File: src/rtl/elastic_skid_fifo.sv
// elastic_skid_fifo
//   DEPTH-entry valid/ready elastic buffer with a registered up_ready, an
//   optional zero-latency bypass when empty (REG_OUT=0), an occupancy output
//   and a synchronous flush. It cuts ready paths between pipeline stages and
//   absorbs up to DEPTH beats of back-pressure slip without loss or duplication.
//
// Ports
//   clk        rising-edge clock
//   rst        asynchronous reset, active-high
//   flush      synchronous flush; empties the buffer
//   up_data    upstream data            up_valid / up_ready   upstream handshake
//   down_data  downstream data          down_valid / down_ready downstream handshake
//   level      entries currently stored (0..DEPTH), registered
module elastic_skid_fifo #(
  parameter int DW      = 16,
  parameter int DEPTH   = 4,
  parameter int REG_OUT = 0,
  localparam int LW     = $clog2(DEPTH + 1)
) (
  input  logic          clk,
  input  logic          rst,
  input  logic          flush,
  input  logic [DW-1:0] up_data,
  input  logic          up_valid,
  output logic          up_ready,
  output logic [DW-1:0] down_data,
  output logic          down_valid,
  input  logic          down_ready,
  output logic [LW-1:0] level
);

  localparam int PW = $clog2(DEPTH);

  logic [DW-1:0] r_mem [DEPTH];
  logic [PW-1:0] r_wr_ptr;
  logic [PW-1:0] r_rd_ptr;
  logic [LW-1:0] r_count;
  logic          r_up_ready;

  logic          w_empty;
  logic          w_up_fire;
  logic          w_down_fire;
  logic          w_push;
  logic          w_pop;
  logic [LW-1:0] w_count_next;

  // Explicit wrap so non-power-of-two depths work.
  function automatic logic [PW-1:0] f_inc(input logic [PW-1:0] p);
    return (p == PW'(DEPTH - 1)) ? '0 : p + PW'(1);
  endfunction

  always_comb begin
    w_empty   = (r_count == '0);
    w_up_fire = up_valid & r_up_ready;

    // Bypass only while nothing is stored, so it can never overtake queued data.
    // Gating with r_up_ready keeps the bypass closed in the cycle after reset
    // release, when the upstream beat cannot yet be accepted.
    if (REG_OUT == 0 && w_empty) begin
      down_valid = up_valid & r_up_ready & ~flush;
      down_data  = up_data;
    end else begin
      down_valid = ~w_empty & ~flush;
      down_data  = r_mem[r_rd_ptr];
    end

    w_down_fire = down_valid & down_ready;

    if (REG_OUT == 0) begin
      // A bypassed beat taken downstream in the same cycle is never stored.
      w_push = w_up_fire & ~(w_empty & down_ready);
      w_pop  = w_down_fire & ~w_empty;
    end else begin
      w_push = w_up_fire;
      w_pop  = w_down_fire;
    end

    if (flush) begin
      w_count_next = '0;
    end else begin
      w_count_next = r_count + LW'(w_push) - LW'(w_pop);
    end
  end

  always_ff @(posedge clk or posedge rst) begin
    if (rst) begin
      r_count    <= '0;
      r_wr_ptr   <= '0;
      r_rd_ptr   <= '0;
      r_up_ready <= 1'b0;
    end else begin
      r_count    <= w_count_next;
      // Registered ready: one bubble after a pop on a full cycle is the price
      // of having no combinational path from down_ready to up_ready.
      r_up_ready <= (w_count_next < LW'(DEPTH));
      if (flush) begin
        r_wr_ptr <= '0;
        r_rd_ptr <= '0;
      end else begin
        if (w_push) r_wr_ptr <= f_inc(r_wr_ptr);
        if (w_pop)  r_rd_ptr <= f_inc(r_rd_ptr);
      end
    end
  end

  // Storage is intentionally not reset.
  always_ff @(posedge clk) begin
    if (w_push && !flush) r_mem[r_wr_ptr] <= up_data;
  end

  assign up_ready = r_up_ready;
  assign level    = r_count;

endmodule

File: config.mk
export PLATFORM = sky130hd
export DESIGN_NAME = elastic_skid_fifo
export DESIGN_NICKNAME = d
export VERILOG_FILES = /design/src/rtl/elastic_skid_fifo.sv
export SDC_FILE = /design/constraint.sdc
export NUM_CORES = 1
export LEC_CHECK = 0
export CAP_MARGIN = 20
export CORE_MARGIN = 8
export CORE_UTILIZATION = 25
export DETAILED_ROUTE_END_ITERATION = 6
export GPL_TIMING_DRIVEN = 0
export PLACE_DENSITY_LB_ADDON = 0.1
export SLEW_MARGIN = 15
export SYNTH_ARGS = -nofsm -noshare
export SYNTH_HDL_FRONTEND = slang
export SYNTH_SLANG_ARGS = --single-unit
File: constraint.sdc
create_clock -name clk -period 4.2 [get_ports clk]
set_clock_uncertainty 0.1 [all_clocks]
set_input_delay 0.84 -clock clk [delete_from_list [all_inputs] [get_ports clk]]
set_output_delay 0.84 -clock clk [all_outputs]
set_load 0.02 [all_outputs]
[Word-level counts from Yosys, hierarchy flattened]
Memory sizes are Yosys's and may differ from the RTL's.
Cells that the tools add are included.
Cells by class
  $add $sub $neg: 4
  multipliers: 0
  div/mod/pow operators: 0
  magnitude comparators: 1
  equality and inequality tests: 2
  shifts and indexed selects: 0
  multiplexer cells: 11
  bitwise logic cells: 10
  reduce and logical (&&, ||, !) cells: 5
Operators with widths (count)
  $mux 16: 1
  $mux 2: 6
  $and 1x1->1: 7
  $add 2x1->2 const B: 2
  $eq 2x2->1 const B: 2
  $reduce_bool 2->1: 2
  $add 3x1->3: 1
  $logic_not 3->1: 1
  $lt 3x3->1 const B: 1
  $mux 1: 3
  $mux 3: 1
  $not 1->1: 3
  $sub 3x1->3: 1
  $logic_and 1x1->1: 1
  $logic_not 1->1: 1
Word-level totals
  register bits: 8
  latch bits: 0
  memory bits (writable): 64
  memory bits (read-only): 0
  bits of input ports: 21
  output and inout port bits: 21
  word-level logic and storage cells: 38
  memories: 1
Memory list
  r_mem: depth 4, width 16, read ports 1, clocked after memory_dff 0, wr ports 1, line 34  | logic [DW-1:0] r_mem [DEPTH];

[Longest topological paths before layout]
Gate-level depths: netlist of the first run.
  depth after elaboration: 9
  gate-level depth with buffers: 9
  gate-level depth less buffers: 8

[Least setup slack after synthesis of the first run]
OpenSTA, ideal clock, no wires.
  kind: input -> register
  from: input port down_ready
  to: memory r_mem[3][0], enable pin
  library setup time: 0.413 ns
  arrival: 2.659 ns
  required time: 3.687 ns
  path slack: 1.028 ns
  cell stages on the path: 4
  buffers on the path: 1
  cell sequence: nor4b_1 > or2_2 > buf_2 > nor3b_1
Between the ends
  longest elaborated chain between the ends: 6
Ends and longest elaborated chain
  start: declaration: line 28  | input logic down_ready,
  $and 1x1->1: line 71  | w_push = w_up_fire & ~(w_empty & down_ready);
  $not 1->1: line 71
  $and 1x1->1: line 71
  $logic_and 1x1->1: line 108  | if (w_push && !flush) r_mem[r_wr_ptr] <= up_data;
  $mux 1: line 108
  $mux 1 (implied by the code): line 108
  end: declaration: line 34
Every way passes these cells.

[Final worst setup path of the first run]
  from: register r_rd_ptr[1]
  to: output port down_data[8]
Between the ends
  longest elaborated chain between the ends: 2
Ends and longest elaborated chain
  start: declaration: line 36  | logic [PW-1:0] r_rd_ptr;
  start signal: assignment: line 101  | if (w_pop) r_rd_ptr <= f_inc(r_rd_ptr);
  $mem_v2 4x16
  $mux 16: line 59  | if (REG_OUT == 0 && w_empty) begin
  end: declaration: line 26  | output logic [DW-1:0] down_data,
Every way passes these cells.

==> results.tsv, run 1 <==
stage	metric	value	unit
cts	Clk Latency, worst-skew pair	330	ps
sta	crit share post-route	0.884	
sta	fmax	269	MHz
detailed_routing	DR vias	1592	
detailed_routing	per-cell routed wire length	18.4	microns
sta	Tightest Pin Transition	848	ps
global_route	grt ovf	0	
critical_path	worst r2r path cells	9	
finish	diode count	0	
critical_path	Crit path buffers/inverters	3	
placement	PortBufs	41	
floorplanning	Starting Density	0.256	
floorplanning	CORE AREA	12000	sq um
critical_path	Critical-path top delay cell	buf_1	
sta	hold_ws	555	ps
synth	Synth Instances	154	
placement	Post-Place Cell Area	3760	sq um
outcome	status	complete, no violations	
detailed_routing	vias per cell	4.37	
synth	#FFs+latches synth	72	
synth	Synth Area in Compound Gates	0.00899	
sta	minimum clock period	3710	ps
synth	largest family of logic cells by synthesized area	multiplexers	
detailed_routing	Pre-antenna DRT Iters	4	
finish	Nets	243	
cts	quantity of gates resized following cts	0	
synth	sequential cell area fraction in the yosys report	0.693	
sta	Slew HR	0.432	
hold_path	Hold Path Sink	r_rd_ptr[1]	
finish	Multi-input gate area	888	sq um
placement	placed insts	350	
cts	Inserted Clock Buffers	9	
detailed_routing	post-route ant nets	0	
critical_path	CP Capture Type	output pin	
finish	layout cells sized above 1	0.253	
synth	Yosys top cell area share	0.628	
synth	top cells by area, synth	edfxtp_1, mux4_1, dfrtp_1	
critical_path	CP top delay family	buffers and inverters	
cts	Max Buffers Root-to-Sink	2	
finish	register area	2120	sq um
synth	leading area contributor after synthesis	edfxtp_1	
power	Power Total	2450	uW
synth	Syn. warnings	0	
sta	TNS Setup	0	ps
power	Leak	0.00137	uW
cts	postcts setup bufs	0	
power	Max IR drop VDD	0.288	mV
finish	Design Area, Final	4000	sq um
synth	Syn Std Cell Area	3060	sq um
critical_path	RR Startpoint	level[2]	
synth	Synth cell types	29	
critical_path	critical path data arrival time	2770	ps
job	max_cap viols	0	
cts	Clock transition at path regs	50	ps
finish	FILL cells	1137	
global_route	GR Util All Layers	0.0905	
critical_path	reg2reg setup slack	1650	ps
placement	detailed placement HPWL	4.68	mm
detailed_routing	routed wire length	6.69	mm
global_route	first-pass GRT wire length	10.6	mm
synth	mean post-synth cell area	19.9	sq um
synth	Adder-Cell Fraction of Synth Area	0.0352	
critical_path	r2r endpoint	level[2]	
cts	clock root cell	clkbuf_16	
global_route	largest net degree at the start of global routing	11	
cts	# hold bufs at CTS	0	
sta	final hold violation count	0	
finish	Layout area overhead	30.8	%
floorplanning	Die Area	16000	sq um
global_route	vias in the first global route	1813	
detailed_routing	Initial DRC Count	70	
synth	multiplexer share of the synthesized area	0.193	
finish	Finished Layout Cells	364	
floorplanning	Die H	127	microns
cts	Clock Sinks	72	
critical_path	Startpoint Class	flip-flop	
cts	H-tree level count	3	
critical_path	Setup CP Type	flip-flop to output pin	
critical_path	CP peak stage delay	610	ps
synth	Post-Synth XOR/XNOR Area	0.00572	
detailed_routing	Remaining DRCs	0	
floorplanning	Rows	40	
cts	CTS tree	yes	
sta	max-slew violations	0	
power	Power Dens Cells	613	nW/um^2
floorplanning	die span in x	127	microns
hold_path	Hold Path Class	flip-flop to flip-flop	
floorplanning	IO Count	42	
critical_path	Worst EP required	3260	ps
hold_path	Hold Crit Start	r_rd_ptr[1]	
synth	Synth Area in Simple Gates	0.0405	
global_route	initial antenna violation count	0	
synth	syn nets	183	
sta	RSZ-0062 raised after global routing	no	
hold_path	hold-critical path depth	3	
sta	Final setup viols	0	
critical_path	CP cell instances	buf_2, buf_1, mux4_2, mux2_2, clkdlybuf4s50_1	
placement	RD Place Congestion	0.704	
critical_path	crit-path max FO	10	
[how the worst max path moves through the flow]
stage	startpoint	endpoint	depth (start not counted)
final	r_rd_ptr[1]	down_data[8]	5
after global routing	level[2]	down_data[8]	4
after global placement	down_ready	r_mem[3][11]	5
after floorplan	down_ready	r_mem[3][0]	4
after CTS	level[2]	down_data[9]	4
after detailed placement	flush	down_valid	4
[kinds of logic (layout without fill, tap and decap cells)]
kind of cell / after synthesis / after routing
and+or+nand+nor: 20 / 20
DFF: 72 / 72
buffers and inverters: 13 / 76
muxes: 34 / 34
adders and majority gates: 8 / 8
AOI/OAI and AO/OA: 5 / 5
xor gates and xnor gates: 2 / 2
[cell usage in the layout, fill, tap and decap left out, drive strengths merged, types with 2 or more instances in the layout]
cell type      instances
edfxtp                64
clkdlybuf4s50         41
mux2                  17
mux4                  16
buf                   14
clkbuf                13
dfrtp                  8
ha                     7
inv                    6
nor2b                  4
nor3b                  4
nor2                   3
nand2                  2
a21oi                  2
nand2b                 2
o21ai                  2
nor3                   2
clkinv                 2
[power breakdown]
part | internal [uW] | switching [uW]
Combinational | 481 | 450
Sequential | 843 | 35.1
Clock | 390 | 253
Total | 1710 | 738
[Yosys cell counts]
library cell / n
nor3_2: 1
mux2i_1: 1
o21ai_0: 2
buf_2: 2
nor3_1: 1
dfrtp_1: 8
nand2_1: 2
xor2_1: 1
mux4_1: 8
nand2b_1: 2
xnor2_1: 1
nor2_1: 3
fa_1: 1
mux2_2: 17
nor3b_1: 4
mux4_2: 8
nor4b_1: 1
ha_1: 7
a21oi_1: 2
edfxtp_1: 64
or2_2: 1
nor2b_1: 4
buf_4: 1
o31ai_1: 1
buf_6: 2
inv_1: 6
clkbuf_1: 1
or3_2: 1
buf_1: 1
[registers in the layout, indices dropped and copies added, names as in the netlist]
name and flops:
r_mem 64, level 3, r_rd_ptr 2, r_wr_ptr 2
up_ready 1
[tightest hold or removal path, cell delays in order, from the launching register on]
cell,delay [ps]
dfrtp_1,350
ha_1,120
mux2i_1,60
nor2_1,80
[through the flow]
step                      worst slack [ps]   util
final                                  486  0.335
after detailed placement               664  0.314
after CTS                              405  0.335
after global placement                -771  0.306
after global routing                   305  0.335
after floorplan                       1030      -
[cell type report]
type | count | share of cell area
Timing Repair Buffer | 49 | 0.123
Buffer | 7 | 0.0119
Sequential cell | 72 | 0.530
Multi-Input combinational cell | 69 | 0.222
Clock buffer | 12 | 0.0591
Clock inverter | 2 | 0.00219
Tap cell | 147 | 0.0460
Inverter | 6 | 0.00563
[routing by layer]
layer  vias up  GRT usage  routed length (microns)
met2        29      0.140                     3260
met3         9     0.0310                      338
met1       821      0.110                     2980
met4         0     0.0467                      120
met5         -          0                        0
li1        733          -                        -
(Power assumes the default switching activity.)
==> inputs of run 2 (changes only) <==
--- a/config.mk
+++ b/config.mk
@@ -6,10 +6,11 @@
 export NUM_CORES = 1
 export LEC_CHECK = 0
 export CAP_MARGIN = 20
-export CORE_MARGIN = 8
-export CORE_UTILIZATION = 25
+export CORE_MARGIN = 2
+export CORE_UTILIZATION = 35
 export DETAILED_ROUTE_END_ITERATION = 6
 export GPL_TIMING_DRIVEN = 0
+export MAX_ROUTING_LAYER = met4
 export PLACE_DENSITY_LB_ADDON = 0.1
 export SLEW_MARGIN = 15
 export SYNTH_ARGS = -nofsm -noshare
==> run 2 against run 1 <==
Effect of this change:
- via count rose by 2.2%
- cell count fell by 10%
- global-route usage rose by 5.1 points
- hold slack improved by 6.4 ps
- total power fell by 5.4%
- setup slack improved by 69 ps
- critical path depth did not move
- utilization rose by 12 points
- design area fell by 2.7%
- count of clock-buffer cells in the layout rose by 2
- critical path type unchanged
- critical endpoint is now down_data[11]
==> results.tsv, run 2 (synthesis results as in run 1) <==
stage	metric	value	unit	change
power	NetSw	717	uW	-2.8%
power	Combinational Power Share	0.395		+0.015
critical_path	Critical-path top delay cell	buf_1		
placement	RD Place Congestion	0.729		+3.6%
sta	hold_ws	562	ps	+6.43 ps
cts	H-tree level count	3		unchanged
critical_path	CP Capture Type	output pin		
global_route	largest net degree at the start of global routing	13		+2
power	switch share	0.309		+0.00832
floorplanning	Rows	34		-15%
power	Leak	0.00134	uW	-1.7%
cts	Clock transition at path regs	70	ps	+20 ps
finish	Design Area, Final	3900	sq um	-2.7%
cts	postcts setup bufs	0		unchanged
power	Power Total	2320	uW	-5.4%
power	Internal	1600	uW	-6.6%
power	Power Dens Cells	595	nW/um^2	-2.8%
cts	Clk Latency, worst-skew pair	340	ps	about the same
placement	detailed placement HPWL	4.13	mm	-12%
detailed_routing	vias per cell	4.98		+14%
detailed_routing	Remaining DRCs	0		unchanged
placement	PortBufs	41		unchanged
cts	Max Buffers Root-to-Sink	2		unchanged
floorplanning	Die Area	9510	sq um	-41%
floorplanning	Die H	97.5	microns	-23%
critical_path	CP peak stage delay	540	ps	-70 ps
sta	Slew HR	0.536		+0.104
finish	commonest non-fill, non-tap cell in the layout	edfxtp_1		
job	max_cap viols	0		unchanged
cts	Clock Sinks	72		unchanged
floorplanning	IO Count	42		unchanged
sta	crit share post-route	0.868		-0.0165
critical_path	critical path data arrival time	2700	ps	-70 ps
finish	max FFs per register	64		unchanged
critical_path	Startpoint Class	flip-flop		
critical_path	crit-path max FO	10		unchanged
detailed_routing	routed wire length	6.04	mm	-9.8%
critical_path	CP top delay family	buffers and inverters		
global_route	first-pass GRT wire length	9.64	mm	-9.2%
power	Max IR drop VDD	0.278	mV	-3.5%
floorplanning	die span in x	97.5	microns	-23%
placement	Post-Place Cell Area	3700	sq um	-1.5%
global_route	grt ovf	0		unchanged
finish	diode count	0		unchanged
sta	minimum clock period	3640	ps	-69.5 ps
critical_path	Worst EP required	3260	ps	about the same
detailed_routing	DR vias	1627		+2.2%
outcome	status	complete, no violations		
critical_path	worst r2r path cells	8		-1
hold_path	Hold Path Class	flip-flop to flip-flop		
floorplanning	CORE AREA	8590	sq um	-28%
power	Reg power frac	0.377		+0.019
critical_path	r2r endpoint	level[2]		
sta	max-slew violations	0		unchanged
detailed_routing	post-route ant nets	0		unchanged
critical_path	Setup CP Type	flip-flop to output pin		
cts	Inserted Clock Buffers	9		unchanged
power	power share of the clock group	0.227		-0.035
detailed_routing	Pre-antenna DRT Iters	4		unchanged
sta	RSZ-0062 raised after global routing	no		
detailed_routing	per-cell routed wire length	18.5	microns	+0.36%
cts	clock root cell	clkbuf_8		
hold_path	Hold Crit Start	r_rd_ptr[1]		
hold_path	hold-critical path depth	3		unchanged
sta	Tightest Pin Transition	693	ps	-155 ps
sta	final hold violation count	0		unchanged
cts	# hold bufs at CTS	0		unchanged
hold_path	Hold Path Sink	r_rd_ptr[1]		
finish	layout cells sized above 1	0.274		+0.0205
critical_path	CP cell instances	buf_2, buf_1, mux4_2, mux2_2, clkdlybuf4s50_1		
global_route	GR Util All Layers	0.141		+0.0505
critical_path	RR Startpoint	level[1]		
detailed_routing	Initial DRC Count	80		+14%
finish	largest register by flop count	r_mem		
sta	TNS Setup	0	ps	unchanged
floorplanning	Starting Density	0.356		+0.100
sta	fmax	274	MHz	+1.9%
critical_path	Crit path buffers/inverters	3		unchanged
sta	Final setup viols	0		unchanged
finish	most frequent cells in the layout	edfxtp_1, clkdlybuf4s50_1, mux2_2		
cts	quantity of gates resized following cts	0		unchanged
critical_path	reg2reg setup slack	1660	ps	about the same
finish	Layout area overhead	27.3	%	
global_route	initial antenna violation count	0		unchanged
critical_path	Crit. path cell count	5		unchanged
cts	CTS tree	yes		
global_route	vias in the first global route	1773		-2.2%
finish	Nets	243		unchanged
## run 2: changes by cell type in the layout (fill, tap and decap cells not counted), sizes merged
| cell | previous run | this run |
|---|---|---|
| clkbuf | 13 | 15 |
| clkinv | 2 | 1 |
| clkinvlp | 0 | 1 |
## run 2: power groups by stage
stage / Combinational, uW / Sequential, uW / Clock, uW
floorplan: 555 / 903 / 0
global placement: 901 / 890 / 0
detailed placement: 928 / 892 / 0
CTS: 937 / 876 / 539
global route: 988 / 882 / 568
finish: 917 / 875 / 527
## run 2: worst min-delay path, cell delays in order (launching register included)
cell	delay, ps
dfrtp_1	350
ha_1	130
mux2i_1	60
nor2_1	90
## run 2: through the flow
stage / util / cells / setup WS, ps
detailed placement: 0.431 / 311 / 700
global route: 0.453 / 327 / 440
global placement: 0.420 / 303 / -688
CTS: 0.453 / 327 / 515
floorplan: - / 154 / 1030
finish: 0.453 / 327 / 555
## run 2: worst max path at each step
stage,startpoint,to,slack (ps)
after floorplan,down_ready,r_mem[3][0],1030
after global placement,down_ready,r_mem[3][14],-690
after detailed placement,flush,down_valid,700
after CTS,r_rd_ptr[1],down_data[11],510
after global routing,r_rd_ptr[1],down_data[11],440
final,r_rd_ptr[1],down_data[11],560
## run 2: layout make-up
type                            instances  area (sq um)
Timing Repair Buffer                   49           485
Tap cell                              108           135
Sequential cell                        72          2120
Clock buffer                           14           183
Buffer                                  7          47.5
Clock inverter                          2          12.5
Multi-Input combinational cell         69           888
Inverter                                6          22.5
Fill cell                             773          4700
## run 2: metal layers
layer,global-route usage,share of wire,up-vias
li1,-,-,736
met1,0.177,0.45,846
met2,0.216,0.49,33
met3,0.0338,0.037,12
met4,0.0673,0.020,0
met5,-,0,-
